[src/rtl/sdram_pkg.sv]
// Shared command encoding, bank state and mode-register field layout for the
// SDRAM command responder.
package sdram_pkg;

    typedef enum logic [3:0] {
        CMD_NOP = 4'd0,
        CMD_ACT = 4'd1,
        CMD_RD  = 4'd2,
        CMD_WR  = 4'd3,
        CMD_PRE = 4'd4,
        CMD_REF = 4'd5,
        CMD_BST = 4'd6,
        CMD_MRS = 4'd7
    } cmd_t;

    typedef enum logic {
        B_IDLE   = 1'b0,
        B_ACTIVE = 1'b1
    } bank_state_t;

    localparam int         NUM_BANKS   = 4;
    localparam int         PRE_ALL_BIT = 10;
    localparam int         MR_BL_LSB   = 0;
    localparam int         MR_BL_MSB   = 2;
    localparam int         MR_CL_LSB   = 4;
    localparam int         MR_CL_MSB   = 6;
    localparam logic [2:0] CL_MIN      = 3'd2;
    localparam logic [2:0] CL_MAX      = 3'd3;
    localparam logic [2:0] BL_CODE_MAX = 3'd3;
    localparam logic [6:0] MODE_RST    = 7'h20;

    // BL code 0..3 -> 1/2/4/8 beats
    function automatic logic [3:0] bl_beats(input logic [2:0] code);
        return 4'd1 << code[1:0];
    endfunction

endpackage

[src/rtl/sdram_bank_tracker.sv]
// One bank's open/closed state and the row latched by its last ACT.
module sdram_bank_tracker
    import sdram_pkg::*;
#(
    parameter int ROW_W = 13
) (
    input  logic             clk,
    input  logic             n_rst,
    input  logic             i_act,
    input  logic             i_pre,
    input  logic             i_pre_all,
    input  logic [ROW_W-1:0] i_row,
    output bank_state_t      o_state,
    output logic [ROW_W-1:0] o_row
);

    bank_state_t      r_state;
    logic [ROW_W-1:0] r_row;

    always_ff @(posedge clk or negedge n_rst) begin
        if (!n_rst) begin
            r_state <= B_IDLE;
            r_row   <= '0;
        end else if (i_act && r_state == B_IDLE) begin
            r_state <= B_ACTIVE;
            r_row   <= i_row;
        end else if (i_pre || i_pre_all) begin
            r_state <= B_IDLE;
        end
    end

    assign o_state = r_state;
    assign o_row   = r_row;

endmodule

[src/rtl/sdram_cmd_responder.sv]
// Device-side SDRAM command decoder: bank tracking, mode register, refresh
// timer, burst sequencing onto a storage port and a CAS-latency read pipe.
module sdram_cmd_responder
    import sdram_pkg::*;
#(
    parameter int ROW_W  = 13,
    parameter int COL_W  = 9,
    parameter int DATA_W = 16,
    parameter int T_RFC  = 7
) (
    input  logic                      clk,
    input  logic                      n_rst,
    input  cmd_t                      command,
    input  logic [ROW_W-1:0]          addr,
    input  logic [1:0]                ba,
    input  logic [DATA_W-1:0]         dq_in,
    output logic [DATA_W-1:0]         dq_out,
    output logic                      dq_valid,
    output logic                      mem_en,
    output logic                      mem_we,
    output logic [2+ROW_W+COL_W-1:0]  mem_addr,
    output logic [DATA_W-1:0]         mem_wdata,
    input  logic [DATA_W-1:0]         mem_rdata,
    output logic [6:0]                mode_reg,
    output logic                      busy,
    output logic                      cmd_err
);

    localparam int RFC_W = $clog2(T_RFC + 1);

    bank_state_t      w_bank_state [NUM_BANKS];
    logic [ROW_W-1:0] w_bank_row   [NUM_BANKS];
    logic             w_all_idle, w_act, w_pre, w_start, w_bst, w_ref, w_mrs, w_err, w_stop;
    logic [COL_W-1:0] w_mask;

    logic [6:0]        r_mode;
    logic [RFC_W-1:0]  r_rfc_cnt;
    logic              r_cmd_err;
    logic              r_burst, r_we;
    logic [1:0]        r_bank;
    logic [ROW_W-1:0]  r_row;
    logic [COL_W-1:0]  r_col;
    logic [2:0]        r_left;
    logic [DATA_W-1:0] r_wdata;
    logic              r_p1_vld, r_p2_vld;
    logic [DATA_W-1:0] r_p1_data, r_p2_data;

    for (genvar g = 0; g < NUM_BANKS; g++) begin : g_bank
        sdram_bank_tracker #(.ROW_W(ROW_W)) u_trk (
            .clk       (clk),
            .n_rst     (n_rst),
            .i_act     (w_act && ba == 2'(g)),
            .i_pre     (w_pre && ba == 2'(g)),
            .i_pre_all (w_pre && addr[PRE_ALL_BIT]),
            .i_row     (addr),
            .o_state   (w_bank_state[g]),
            .o_row     (w_bank_row[g])
        );
    end

    assign busy   = |r_rfc_cnt;
    assign w_mask = COL_W'(bl_beats(r_mode[MR_BL_MSB:MR_BL_LSB]) - 4'd1);

    // Legality is judged against state before the edge; illegal commands only raise cmd_err.
    always_comb begin
        w_all_idle = 1'b1;
        for (int i = 0; i < NUM_BANKS; i++)
            if (w_bank_state[i] != B_IDLE) w_all_idle = 1'b0;
        w_act   = 1'b0;
        w_pre   = 1'b0;
        w_start = 1'b0;
        w_bst   = 1'b0;
        w_ref   = 1'b0;
        w_mrs   = 1'b0;
        w_err   = 1'b0;
        if (busy) begin
            w_err = (command != CMD_NOP);
        end else begin
            case (command)
                CMD_NOP: ;
                CMD_ACT: if (w_bank_state[ba] == B_ACTIVE) w_err = 1'b1; else w_act = 1'b1;
                CMD_RD,
                CMD_WR:  if (w_bank_state[ba] != B_ACTIVE) w_err = 1'b1; else w_start = 1'b1;
                CMD_PRE: w_pre = 1'b1;
                CMD_REF: if (!w_all_idle) w_err = 1'b1; else w_ref = 1'b1;
                CMD_BST: if (!r_burst) w_err = 1'b1; else w_bst = 1'b1;
                CMD_MRS: begin
                    if (!w_all_idle || r_burst || r_p1_vld || r_p2_vld ||
                        !(addr[MR_CL_MSB:MR_CL_LSB] == CL_MIN || addr[MR_CL_MSB:MR_CL_LSB] == CL_MAX) ||
                        addr[MR_BL_MSB:MR_BL_LSB] > BL_CODE_MAX)
                        w_err = 1'b1;
                    else
                        w_mrs = 1'b1;
                end
                default: w_err = 1'b1;
            endcase
        end
        w_stop = w_bst || (w_pre && r_burst && (addr[PRE_ALL_BIT] || ba == r_bank));
    end

    always_ff @(posedge clk or negedge n_rst) begin
        if (!n_rst) begin
            r_mode    <= MODE_RST;
            r_rfc_cnt <= '0;
            r_cmd_err <= 1'b0;
            r_wdata   <= '0;
        end else begin
            r_cmd_err <= w_err;
            r_wdata   <= dq_in;
            if (w_mrs) r_mode <= addr[6:0];
            if (w_ref)
                r_rfc_cnt <= RFC_W'(T_RFC);
            else if (busy)
                r_rfc_cnt <= r_rfc_cnt - RFC_W'(1);
        end
    end

    // A new RD/WR wins over termination and simply replaces the running burst.
    always_ff @(posedge clk or negedge n_rst) begin
        if (!n_rst) begin
            r_burst <= 1'b0;
            r_we    <= 1'b0;
            r_bank  <= '0;
            r_row   <= '0;
            r_col   <= '0;
            r_left  <= '0;
        end else if (w_start) begin
            r_burst <= 1'b1;
            r_we    <= (command == CMD_WR);
            r_bank  <= ba;
            r_row   <= w_bank_row[ba];
            r_col   <= addr[COL_W-1:0];
            r_left  <= 3'(bl_beats(r_mode[MR_BL_MSB:MR_BL_LSB]) - 4'd1);
        end else if (w_stop) begin
            r_burst <= 1'b0;
        end else if (r_burst) begin
            if (r_left == 3'd0) begin
                r_burst <= 1'b0;
            end else begin
                r_left <= r_left - 3'd1;
                r_col  <= (r_col & ~w_mask) | ((r_col + COL_W'(1)) & w_mask);
            end
        end
    end

    always_ff @(posedge clk or negedge n_rst) begin
        if (!n_rst) begin
            r_p1_vld  <= 1'b0;
            r_p1_data <= '0;
            r_p2_vld  <= 1'b0;
            r_p2_data <= '0;
        end else begin
            r_p1_vld  <= r_burst && !r_we;
            r_p1_data <= (r_burst && !r_we) ? mem_rdata : '0;
            r_p2_vld  <= r_p1_vld;
            r_p2_data <= r_p1_data;
        end
    end

    // CL=2 returns from the first pipe stage, CL=3 from the second.
    assign dq_valid  = (r_mode[MR_CL_MSB:MR_CL_LSB] == CL_MAX) ? r_p2_vld : r_p1_vld;
    assign dq_out    = (r_mode[MR_CL_MSB:MR_CL_LSB] == CL_MAX) ? r_p2_data : r_p1_data;
    assign mem_en    = r_burst;
    assign mem_we    = r_burst && r_we;
    assign mem_addr  = r_burst ? {r_bank, r_row, r_col} : '0;
    assign mem_wdata = (r_burst && r_we) ? r_wdata : '0;
    assign mode_reg  = r_mode;
    assign cmd_err   = r_cmd_err;

endmodule

[config.mk]
export PLATFORM = sky130hd
export DESIGN_NAME = sdram_cmd_responder
export DESIGN_NICKNAME = d
export VERILOG_FILES = /design/src/rtl/sdram_pkg.sv /design/src/rtl/sdram_bank_tracker.sv /design/src/rtl/sdram_cmd_responder.sv
export SDC_FILE = /design/constraint.sdc
export NUM_CORES = 1
export LEC_CHECK = 0
export BUFFER_PORTS_ARGS = -buffer_cell sky130_fd_sc_hd__buf_2
export CORE_AREA = 2 2 122 183
export DETAILED_ROUTE_END_ITERATION = 6
export DIE_AREA = 0 0 124 185
export GPL_TIMING_DRIVEN = 0
export PLACE_DENSITY_LB_ADDON = 0.05
export SLEW_MARGIN = 20
export SYNTH_ARGS = -nofsm -noshare
export SYNTH_HDL_FRONTEND = slang
export SYNTH_SLANG_ARGS = --single-unit
[constraint.sdc]
create_clock -name clk -period 3.5 [get_ports clk]
set_input_delay 0.525 -clock clk [delete_from_list [all_inputs] [get_ports clk]]
set_output_delay 0.525 -clock clk [all_outputs]
set_load 0.05 [all_outputs]
==> results of run 1 <==
## path summary, 6_finish.rpt
path                                         endpoint  slack (ps)
hold reg to reg                         r_p2_data[10]         370
setup reg to reg                             r_col[0]         430
min in group clk                          r_wdata[12]         200
max in group asynchronous  asynchronous set/reset pin        2660
hold / removal                             r_wdata[2]          70
setup / recovery                             r_col[0]         430
## routing by layer
layer | vias to the layer above | GRT usage, % | part of all wire [%]
li1 | 1901 | - | -
met3 | 22 | 3.233 | 3.9
met4 | 0 | 6.292 | 2.1
met2 | 91 | 26.18 | 53
met1 | 2082 | 17.29 | 41
met5 | - | 0 | 0
## cell families (layout without fill, tap and decap cells)
kind of cell / after synthesis / after routing / synth area share (%)
simple gates: 121 / 121 / 12.23
fa+ha+maj: 5 / 5 / 0.9897
flops: 146 / 146 / 57.82
buf+inv: 31 / 182 / 2.355
xor+xnor: 12 / 12 / 1.663
compound gates: 38 / 38 / 3.603
mux: 106 / 106 / 21.34
## final cells by class
type | count | area (µm²) | share of cell area, %
clock inverters | 14 | 178.9 | 2.263
repair buffers | 119 | 628.1 | 7.943
flip-flops and latches | 146 | 3655 | 46.22
plain buffers | 24 | 122.6 | 1.551
clock buffers | 18 | 439.2 | 5.554
inverters | 7 | 26.28 | 0.3323
well taps | 272 | 340.3 | 4.304
multi-input cells | 282 | 2517 | 31.84
## stage by stage
| stage | utilization, % | setup WS [ps] |
|---|---|---|
| CTS | 36.83 | 468.2 |
| global route | 36.83 | 232.2 |
| floorplan | - | 937.5 |
| finish | 36.83 | 427.7 |
| detailed placement | 33.95 | 310.7 |
| global placement | 33.78 | -298.5 |
## where the power goes
part / switching [µW] / leakage (µW) / internal [µW]
clock: 752 / 0.000299 / 1150
sequential: 117 / 0.00197 / 1860
combinational: 275 / 0.00175 / 253
total: 1140 / 0.00402 / 3270
## placed cells by master (no fill, tap or decap), drive strengths merged, types with 2 or more instances in the layout
| cell type | Yosys | routed |
|---|---|---|
| or2 | 3 | 3 |
| a21oi | 21 | 21 |
| nand4 | 5 | 5 |
| buf | 6 | 125 |
| nor2 | 17 | 17 |
| nand2 | 6 | 6 |
| bufinv | 0 | 3 |
| clkbuf | 18 | 36 |
| and2 | 41 | 41 |
| nand3 | 4 | 4 |
| mux2i | 2 | 2 |
| nor3b | 3 | 3 |
| mux2 | 90 | 90 |
| or3 | 3 | 3 |
| a211oi | 3 | 3 |
| ha | 5 | 5 |
| dfrtp | 145 | 145 |
| nor2b | 6 | 6 |
| o21ai | 4 | 4 |
| clkinvlp | 0 | 2 |
| mux4 | 14 | 14 |
| inv | 7 | 10 |
| and3 | 16 | 16 |
| nor4 | 3 | 3 |
| a21o | 2 | 2 |
| nand2b | 6 | 6 |
| clkinv | 0 | 6 |
| o311ai | 2 | 2 |
| xor2 | 2 | 2 |
| nor3 | 4 | 4 |
| a21boi | 2 | 2 |
| xnor2 | 10 | 10 |
==> metrics.md, run 1 <==
| Metric | Value |
|---|---|
| Run status | `finished clean` |
| Global router's overall resource usage | `14.89%` |
| Seq cells post-synth | `146` |
| Filler instances | `2111` |
| Placer's final routability congestion estimate | `0.7677` |
| Relative area change from synthesis to final layout | `25.10%` |
| Launching element type of the critical path | `register` |
| Standard-cell row count | `66` |
| Number of nets in the layout | `655` |
| Buffers added on ports | `118` |
| Depth of the most critical reg-to-reg path | `9` |
| Cell with the largest stage delay on the worst path | `sky130_fd_sc_hd__o311ai_0` |
| Routed length per instance | `18.04 µm` |
| Antenna diode instance count | `0` |
| Mean cell area of the mapped netlist | `13.77 µm²` |
| Routed Wire Length | `15910 µm` |
| Final cell count without fillers | `882` |
| Number of sinks on the clock net | `146` |
| Clock insertion delay at the later pin of the skew report | `430 ps` |
| Class of the worst hold path | `primary input to asynchronous set/reset pin` |
| Number of failing hold endpoints at the final stage | `0` |
| Buffers and inverters on the worst path | `3` |
| Count of unresolved DRC violations after routing | `0` |
| First-pass GRT wire length | `25050 µm` |
| Ratio of cells with drive above 1 in the final layout | `44.26%` |
| Violation count after the first detailed-route iteration | `170` |
| Critical Path AT | `3350 ps` |
| Sequential element share of the synthesized area | `57.82%` |
| Kind of cell with the highest combined delay on the critical path | `compound AO/OA/AOI/OAI gates` |
| Via density | `4.644` |
| Initial core utilization | `29.44%` |
| Vias in the first global route | `4494` |
| Postcts setup bufs | `0` |
| Largest net degree at the start of global routing | `83` |
| Critical Path Start | `r_rfc_cnt[0]` |
| H-tree depth reported by CTS | `4` |
| Final worst path period share | `87.78%` |
| Width of the die | `124 µm` |
| Net count after synthesis | `517` |
| Slew HR | `34.93%` |
| Placed wire-length estimate | `11320 µm` |
| Largest vdd supply drop | `0.3042 mV` |
| Most instantiated flip-flop cell in the synthesis netlist | `sky130_fd_sc_hd__dfrtp_1` |
| Ordered list of cells on the worst path | `inv_1 -> ha_1 -> nor2b_1 -> inv_1 -> o311ai_0 -> clkbuf_1 -> a21boi_0 -> xnor2_1 -> a21oi_1` |
| Biggest fanout along the worst timing path | `10` |
| Most common cell type on the critical path | `sky130_fd_sc_hd__inv_1` |
| Clock tree from TritonCTS | `built` |
| Critical R2R Launch | `r_rfc_cnt[0]` |
| Number of vias in the routed layout | `4096` |
| Setup violations, final | `0` |
| Endpoint class of the critical path | `register` |
| Synth warnings | `0` |
| Combined area of all synthesized cells | `6321 µm²` |
| Number of flip-flops in the largest register | `52` |
| Leading post-synthesis cells by instance count | `145 x sky130_fd_sc_hd__dfrtp_1, 88 x sky130_fd_sc_hd__mux2_2, 41 x sky130_fd_sc_hd__and2_1, 21 x sky130_fd_sc_hd__a21oi_1, 18 x sky130_fd_sc_hd__clkbuf_1` |
| Number of nets with antenna violations after detailed routing | `0` |
| Static leakage power | `0.004016 µW` |
| Mapped Cells | `459` |
| Die Area | `22940 µm²` |
| Critical path start-end classification | `register to register` |
| Ratio of total power to cell area | `557.7 nW/µm²` |
| CTS-repair resized insts | `0` |
| Ranking of synthesized cells by area | `sky130_fd_sc_hd__dfrtp_1 57%, sky130_fd_sc_hd__mux2_2 16%, sky130_fd_sc_hd__mux4_2 5.0%` |
| CTS clk-pin slew, worst paths | `60 ps` |
| Placed Cells incl. Taps | `850` |
| Fmax | `325.5 MHz` |
| Clock buffer depth | `2` |
| Fin crit period | `3072 ps` |
| Antenna violations before repair | `0` |
| CP peak stage delay | `870 ps` |
| Cell taking the most area after synthesis | `sky130_fd_sc_hd__dfrtp_1` |
| Crit path required time | `3780 ps` |
| Worst-Margin Slew | `963.8 ps` |
| Clk Tree Root Cell | `sky130_fd_sc_hd__clkbuf_16` |
| Number of enable flip-flop cells after synthesis | `0` |
| Number of max-slew violations in the final report | `0` |
| Max Cap Violations | `0` |
| Top-level port count | `121` |
| Dpl cell area | `7289 µm²` |
| Path length in cells of the critical path | `9` |
| Post-route total power | `4410 µW` |
| Length of the first detailed-routing pass in iterations | `4` |
| Remaining global-route overflow | `0` |
| Most frequent cell after synthesis | `sky130_fd_sc_hd__dfrtp_1` |
| Number of CTS-inserted buffers | `17` |
| Vertical die dimension | `185 µm` |
| Post-Route Setup TNS | `0 ps` |
| Share of the synthesized area in the top cell type | `57.40%` |
| Setup repair after global routing missed its margin | `no` |
| Setup Skew | `6.453 ps` |
| Minimum hold slack | `73.75 ps` |
| Placeable core area | `21470 µm²` |
| Total of hold buffers inserted after clock tree synthesis | `0` |
| Post-synth cell types | `44` |
| Async SR Flop Fraction | `100.0%` |
| Final Instance Area | `7908 µm²` |
Note: power is estimated with default switching activity, not from simulation.
==> inputs of run 2 (changes only) <==
--- a/config.mk
+++ b/config.mk
@@ -7,10 +7,12 @@
 export LEC_CHECK = 0
 export BUFFER_PORTS_ARGS = -buffer_cell sky130_fd_sc_hd__buf_2
 export CORE_AREA = 2 2 122 183
+export CTS_CLUSTER_SIZE = 30
 export DETAILED_ROUTE_END_ITERATION = 6
 export DIE_AREA = 0 0 124 185
 export GPL_TIMING_DRIVEN = 0
 export PLACE_DENSITY_LB_ADDON = 0.05
+export SETUP_SLACK_MARGIN = 0.5
 export SLEW_MARGIN = 20
 export SYNTH_ARGS = -nofsm -noshare
 export SYNTH_HDL_FRONTEND = slang
==> metrics.md, run 2 (synthesized netlist as in run 1, its figures left out) <==
| Metric | Value |
|---|---|
| Class of the worst hold path | `primary input to asynchronous set/reset pin` |
| Number of nets with antenna violations after detailed routing | `0` |
| Largest vdd supply drop | `0.3041 mV` |
| Buffers added on ports | `118` |
| Antenna diode instance count | `0` |
| Postcts setup bufs | `0` |
| Die Area | `22940 µm²` |
| Run status | `finished clean` |
| Max Cap Violations | `0` |
| Length of the first detailed-routing pass in iterations | `4` |
| Clk Tree Root Cell | `sky130_fd_sc_hd__clkbuf_16` |
| Clock tree from TritonCTS | `built` |
| Top-level port count | `121` |
| CP peak stage delay | `520 ps` |
| Crit path required time | `2970 ps` |
| Minimum hold slack | `73.47 ps` |
| Ratio of cells with drive above 1 in the final layout | `44.59%` |
| Launching element type of the critical path | `register` |
| Via density | `4.635` |
| Violation count after the first detailed-route iteration | `168` |
| Post-route total power | `4411 µW` |
| Routed Wire Length | `15880 µm` |
| Routed length per instance | `18.00 µm` |
| Most common library cell in the layout ignoring fill and taps | `sky130_fd_sc_hd__dfrtp_1` |
| Smallest setup slack after layout | `685.7 ps` |
| Relative area change from synthesis to final layout | `25.16%` |
| Count of unresolved DRC violations after routing | `0` |
| Biggest fanout along the worst timing path | `10` |
| Largest net degree at the start of global routing | `83` |
| Global router's overall resource usage | `14.89%` |
| Initial core utilization | `29.44%` |
| Number of sinks on the clock net | `146` |
| Remaining global-route overflow | `0` |
| Cell with the largest stage delay on the worst path | `sky130_fd_sc_hd__clkbuf_1` |
| Ordered list of cells on the worst path | `nand3b_1 -> clkbuf_1 -> mux2_2 -> buf_2` |
| Setup repair after global routing missed its margin | `no` |
| Vias in the first global route | `4494` |
| Placed wire-length estimate | `11320 µm` |
| Setup violations, final | `0` |
| Clock insertion delay at the later pin of the skew report | `430 ps` |
| Worst-Margin Slew | `804.0 ps` |
| Layout Utilization | `36.85%` |
| Number of vias in the routed layout | `4088` |
| Static leakage power | `0.004019 µW` |
| Placer's final routability congestion estimate | `0.7677` |
| Number of max-slew violations in the final report | `0` |
| Slew HR | `46.40%` |
| Width of the die | `124 µm` |
| CTS clk-pin slew, worst paths | `60 ps` |
| Antenna violations before repair | `0` |
| Ratio of total power to cell area | `557.6 nW/µm²` |
| Commonest cells after routing, fill and taps aside | `145 x sky130_fd_sc_hd__dfrtp_1, 119 x sky130_fd_sc_hd__buf_2, 88 x sky130_fd_sc_hd__mux2_2` |
| Fmax | `355.3 MHz` |
| Critical Path AT | `2290 ps` |
| Standard-cell row count | `66` |
| Number of nets in the layout | `655` |
| Placeable core area | `21470 µm²` |
| Final worst path period share | `80.41%` |
| Number of flip-flops in the largest register | `52` |
| Fin crit period | `2814 ps` |
| Place WS | `310.7 ps` |
| First-pass GRT wire length | `25050 µm` |
| Number of failing hold endpoints at the final stage | `0` |
| Endpoint class of the critical path | `primary output` |
| Vertical die dimension | `185 µm` |
| Number of CTS-inserted buffers | `17` |
| H-tree depth reported by CTS | `4` |
| Setup Skew | `6.351 ps` |
| Clock buffer depth | `2` |
| Critical path start-end classification | `register to primary output` |
-- run 2: cell count changes in the layout (fill, tap and decap cells not counted) --
| cell | previous run | this run |
|---|---|---|
| sky130_fd_sc_hd__clkbuf_2 | 0 | 1 |
| sky130_fd_sc_hd__nor2b_2 | 0 | 1 |
| sky130_fd_sc_hd__nor2b_1 | 6 | 5 |
| sky130_fd_sc_hd__o311ai_0 | 2 | 1 |
| sky130_fd_sc_hd__clkbuf_1 | 18 | 17 |
| sky130_fd_sc_hd__o311ai_1 | 0 | 1 |
-- run 2: critical path: cells and delay by family, from the launching register on --
family | cells | cell delay, ps
buffers and inverters | 2 | 730
DFF | 1 | 410
muxes | 1 | 410
and+or+nand+nor | 1 | 320
-- run 2: stage by stage --
step | setup TNS (ps) | cells | instance area [µm²]
2_1_floorplan | 0 | 459 | 6321
3_3_place_gp | -41510 | 849 | 7252
3_5_place_dp | 0 | 850 | 7289
4_1_cts | 0 | 882 | 7908
5_1_grt | 0 | 882 | 7911
6_report | 0 | 882 | 7911
-- run 2: per-layer routing --
layer / global-route usage (%) / share of wire (%)
met5: 0 / 0
met4: 6.292 / 2.1
met3: 3.233 / 3.8
met2: 26.18 / 54
met1: 17.29 / 41
-- run 2: cell type report --
| class | count | area, µm² |
|---|---|---|
| plain buffers | 24 | 123.9 |
| clock buffers | 18 | 439.2 |
| clock inverters | 14 | 178.9 |
| fillers | 2110 | 13560 |
| inverters | 7 | 26.28 |
| multi-input cells | 282 | 2520 |
| flip-flops and latches | 146 | 3655 |
| well taps | 272 | 340.3 |
| repair buffers | 119 | 628.1 |
-- run 2: path summary, 6_finish.rpt --
kind	from	endpoint	slack, ps	cells after the start
worst max-delay path	mode_reg[4]	dq_out[9]	690	4
worst min-delay path	n_rst	r_wdata[2]	70	1
worst max register to register	mem_en	mode_reg[3]	790	4
worst min register to register	r_p1_data[10]	r_p2_data[10]	370	0
max in group asynchronous	n_rst	asynchronous set/reset pin	2670	2
min in group clk	dq_in[12]	r_wdata[12]	200	1
-- run 2: what timing repair did --
action                     CTS  global route
pin swaps                    0             0
hold buffers                 0             0
gates resized for setup      1             3
setup endpoints to repair    3             3
cloned                       0             0
-- run 2: power breakdown --
part           switching, µW  total (µW)  internal [µW]
logic                    276         530            254
registers                118        1980           1860
clock network            751        1900           1150
==> inputs of run 3 (changes only) <==
==> constraint.sdc (replaced) <==
create_clock -name clk -period 2.7 [get_ports clk]
set_input_delay 0.405 -clock clk [delete_from_list [all_inputs] [get_ports clk]]
set_output_delay 0.405 -clock clk [all_outputs]
set_load 0.05 [all_outputs]
==> metrics.md, run 3 (synthesized netlist as in run 1, its figures left out) <==
| Metric | Value |
|---|---|
| Antenna diode instance count | `0` |
| Clock tree from TritonCTS | `built` |
| Placeable core area | `21470 µm²` |
| Clock insertion delay at the later pin of the skew report | `420 ps` |
| Die Area | `22940 µm²` |
| Remaining global-route overflow | `0` |
| Met3 routing resource usage after global routing | `3.356%` |
| Placed wire-length estimate | `11310 µm` |
| Class of the worst hold path | `primary input to register` |
| Width of the die | `124 µm` |
| H-tree depth reported by CTS | `4` |
| Number of nets in the layout | `689` |
| Endpoint class of the critical path | `register` |
| Most heavily used metal layer in global routing | `met2` |
| Max Cap Violations | `0` |
| FF-to-FF setup slack | `390 ps` |
| Fmax | `433.3 MHz` |
| Length of the first detailed-routing pass in iterations | `4` |
| Number of CTS-inserted buffers | `17` |
| Run status | `finished clean` |
| Number of flip-flops in the largest register | `52` |
| Vertical die dimension | `185 µm` |
| Minimum hold slack | `88.25 ps` |
| Critical Path AT | `2610 ps` |
| Slew HR | `53.80%` |
| Routed length per instance | `18.99 µm` |
| Initial core utilization | `29.44%` |
| Global router's overall resource usage | `15.96%` |
| Setup Skew | `5.166 ps` |
| Violation count after the first detailed-route iteration | `165` |
| Number of vias in the routed layout | `4286` |
| Clk Tree Root Cell | `sky130_fd_sc_hd__clkbuf_16` |
| Largest net degree at the start of global routing | `83` |
| Relative area change from synthesis to final layout | `37.49%` |
| Ratio of cells with drive above 1 in the final layout | `52.02%` |
| Vias in the first global route | `4634` |
| Final cell count without fillers | `916` |
| Layout Utilization | `40.48%` |
| Number of max-slew violations in the final report | `0` |
| Number of nets with antenna violations after detailed routing | `0` |
| Largest vdd supply drop | `0.3518 mV` |
| Fin crit period | `2308 ps` |
| Met2 track demand over resource | `27.65%` |
| Antenna violations before repair | `0` |
| Launching element type of the critical path | `register` |
| Met1 track demand over resource in global routing | `19.29%` |
| CTS clk-pin slew, worst paths | `60 ps` |
| Via density | `4.679` |
| Number of sinks on the clock net | `146` |
| Static leakage power | `0.004333 µW` |
| Placer's final routability congestion estimate | `0.7587` |
| Clock buffer depth | `2` |
| Final worst path period share | `85.48%` |
| Place WS | `-39.62 ps` |
| Setup violations, final | `0` |
| Placed Cells incl. Taps | `850` |
| First-pass GRT wire length | `26770 µm` |
| Setup repair after global routing missed its margin | `yes` |
| Crit path required time | `3000 ps` |
| Critical path start-end classification | `register to register` |
| Worst-Margin Slew | `693.0 ps` |
| Standard-cell row count | `66` |
| Commonest cells after routing, fill and taps aside | `141 x sky130_fd_sc_hd__dfrtp_1, 101 x sky130_fd_sc_hd__buf_2, 52 x sky130_fd_sc_hd__mux2_4` |
| Count of unresolved DRC violations after routing | `0` |
| Routed Wire Length | `17390 µm` |
| Most common library cell in the layout ignoring fill and taps | `sky130_fd_sc_hd__dfrtp_1` |
| Number of failing hold endpoints at the final stage | `0` |
| Buffers added on ports | `118` |
| Ratio of total power to cell area | `679.0 nW/µm²` |
| Biggest fanout along the worst timing path | `5` |
| Top-level port count | `121` |
| Smallest setup slack after layout | `392.0 ps` |
[run 3: cell count changes in the layout (fill, tap and decap cells not counted), moves of 5 or more]
| cell | delta |
|---|---|
| sky130_fd_sc_hd__mux2_4 | +52 |
| sky130_fd_sc_hd__clkbuf_2 | +6 |
| sky130_fd_sc_hd__clkbuf_1 | -11 |
| sky130_fd_sc_hd__buf_4 | +21 |
| sky130_fd_sc_hd__buf_6 | +26 |
| sky130_fd_sc_hd__mux2_2 | -50 |
| sky130_fd_sc_hd__clkbuf_8 | +5 |
| sky130_fd_sc_hd__buf_8 | +5 |
| sky130_fd_sc_hd__buf_2 | -18 |
[run 3: routing by layer]
metal | vias to the layer above | part of all wire, % | wire (µm)
li1 | 1957 | - | -
met1 | 2221 | 43 | 7481
met2 | 95 | 52 | 9039
met3 | 13 | 3.2 | 559
met4 | 0 | 1.8 | 313
met5 | - | 0 | 0
[run 3: timing repair]
item,CTS,global route
hold buffers,1,0
setup endpoints to repair,142,93
pin swaps,6,9
endpoints found under the hold margin,64,0
resized for setup,80,66
cloned,4,1
buffers inserted,21,7
[run 3: where the power goes]
group	total, µW	switching (µW)	internal, µW	leakage, µW
logic	939	435	505	0.00208
registers	2570	155	2420	0.00197
clock network	2390	914	1480	0.000291
total	5900	1500	4400	0.00433
[run 3: layout make-up]
class | count | area (µm²)
Clock inverter | 9 | 102.6
Clock buffer | 23 | 498.0
Timing Repair Buffer | 153 | 1076
Multi-Input combinational cell | 282 | 2803
Buffer | 24 | 180.2
Fill cell | 2074 | 12780
Tap cell | 272 | 340.3
Sequential cell | 146 | 3660
Inverter | 7 | 31.28
[run 3: worst max-delay path, stage by stage (launching register included)]
cell and delay [ps]:
sky130_fd_sc_hd__dfrtp_2 410, sky130_fd_sc_hd__mux4_2 490, sky130_fd_sc_hd__or3_4 410, sky130_fd_sc_hd__nor3b_4 360, sky130_fd_sc_hd__buf_6 210, sky130_fd_sc_hd__mux2_4 310
[run 3: final timing paths]
path,startpoint,endpoint,depth (start not counted)
max in group asynchronous,n_rst,g_bank[1].u_trk.o_row[6],3
worst min-delay path,dq_in[1],r_wdata[1],1
worst min register to register,r_p1_data[6],r_p2_data[6],0
worst max-delay path,g_bank[0].u_trk.o_state,g_bank[2].u_trk.o_row[7],5
min in group asynchronous,n_rst,r_wdata[2],2
worst max register to register,g_bank[0].u_trk.o_state,g_bank[2].u_trk.o_row[7],5
[run 3: metrics by stage]
step	instance area, µm²	power, µW	setup TNS (ps)
detailed placement	7382	3363	-81.66
CTS	8416	5919	0
global placement	7345	3327	-139340
finish	8691	5901	0
floorplan	6414	3092	0
global route	8691	6203	0
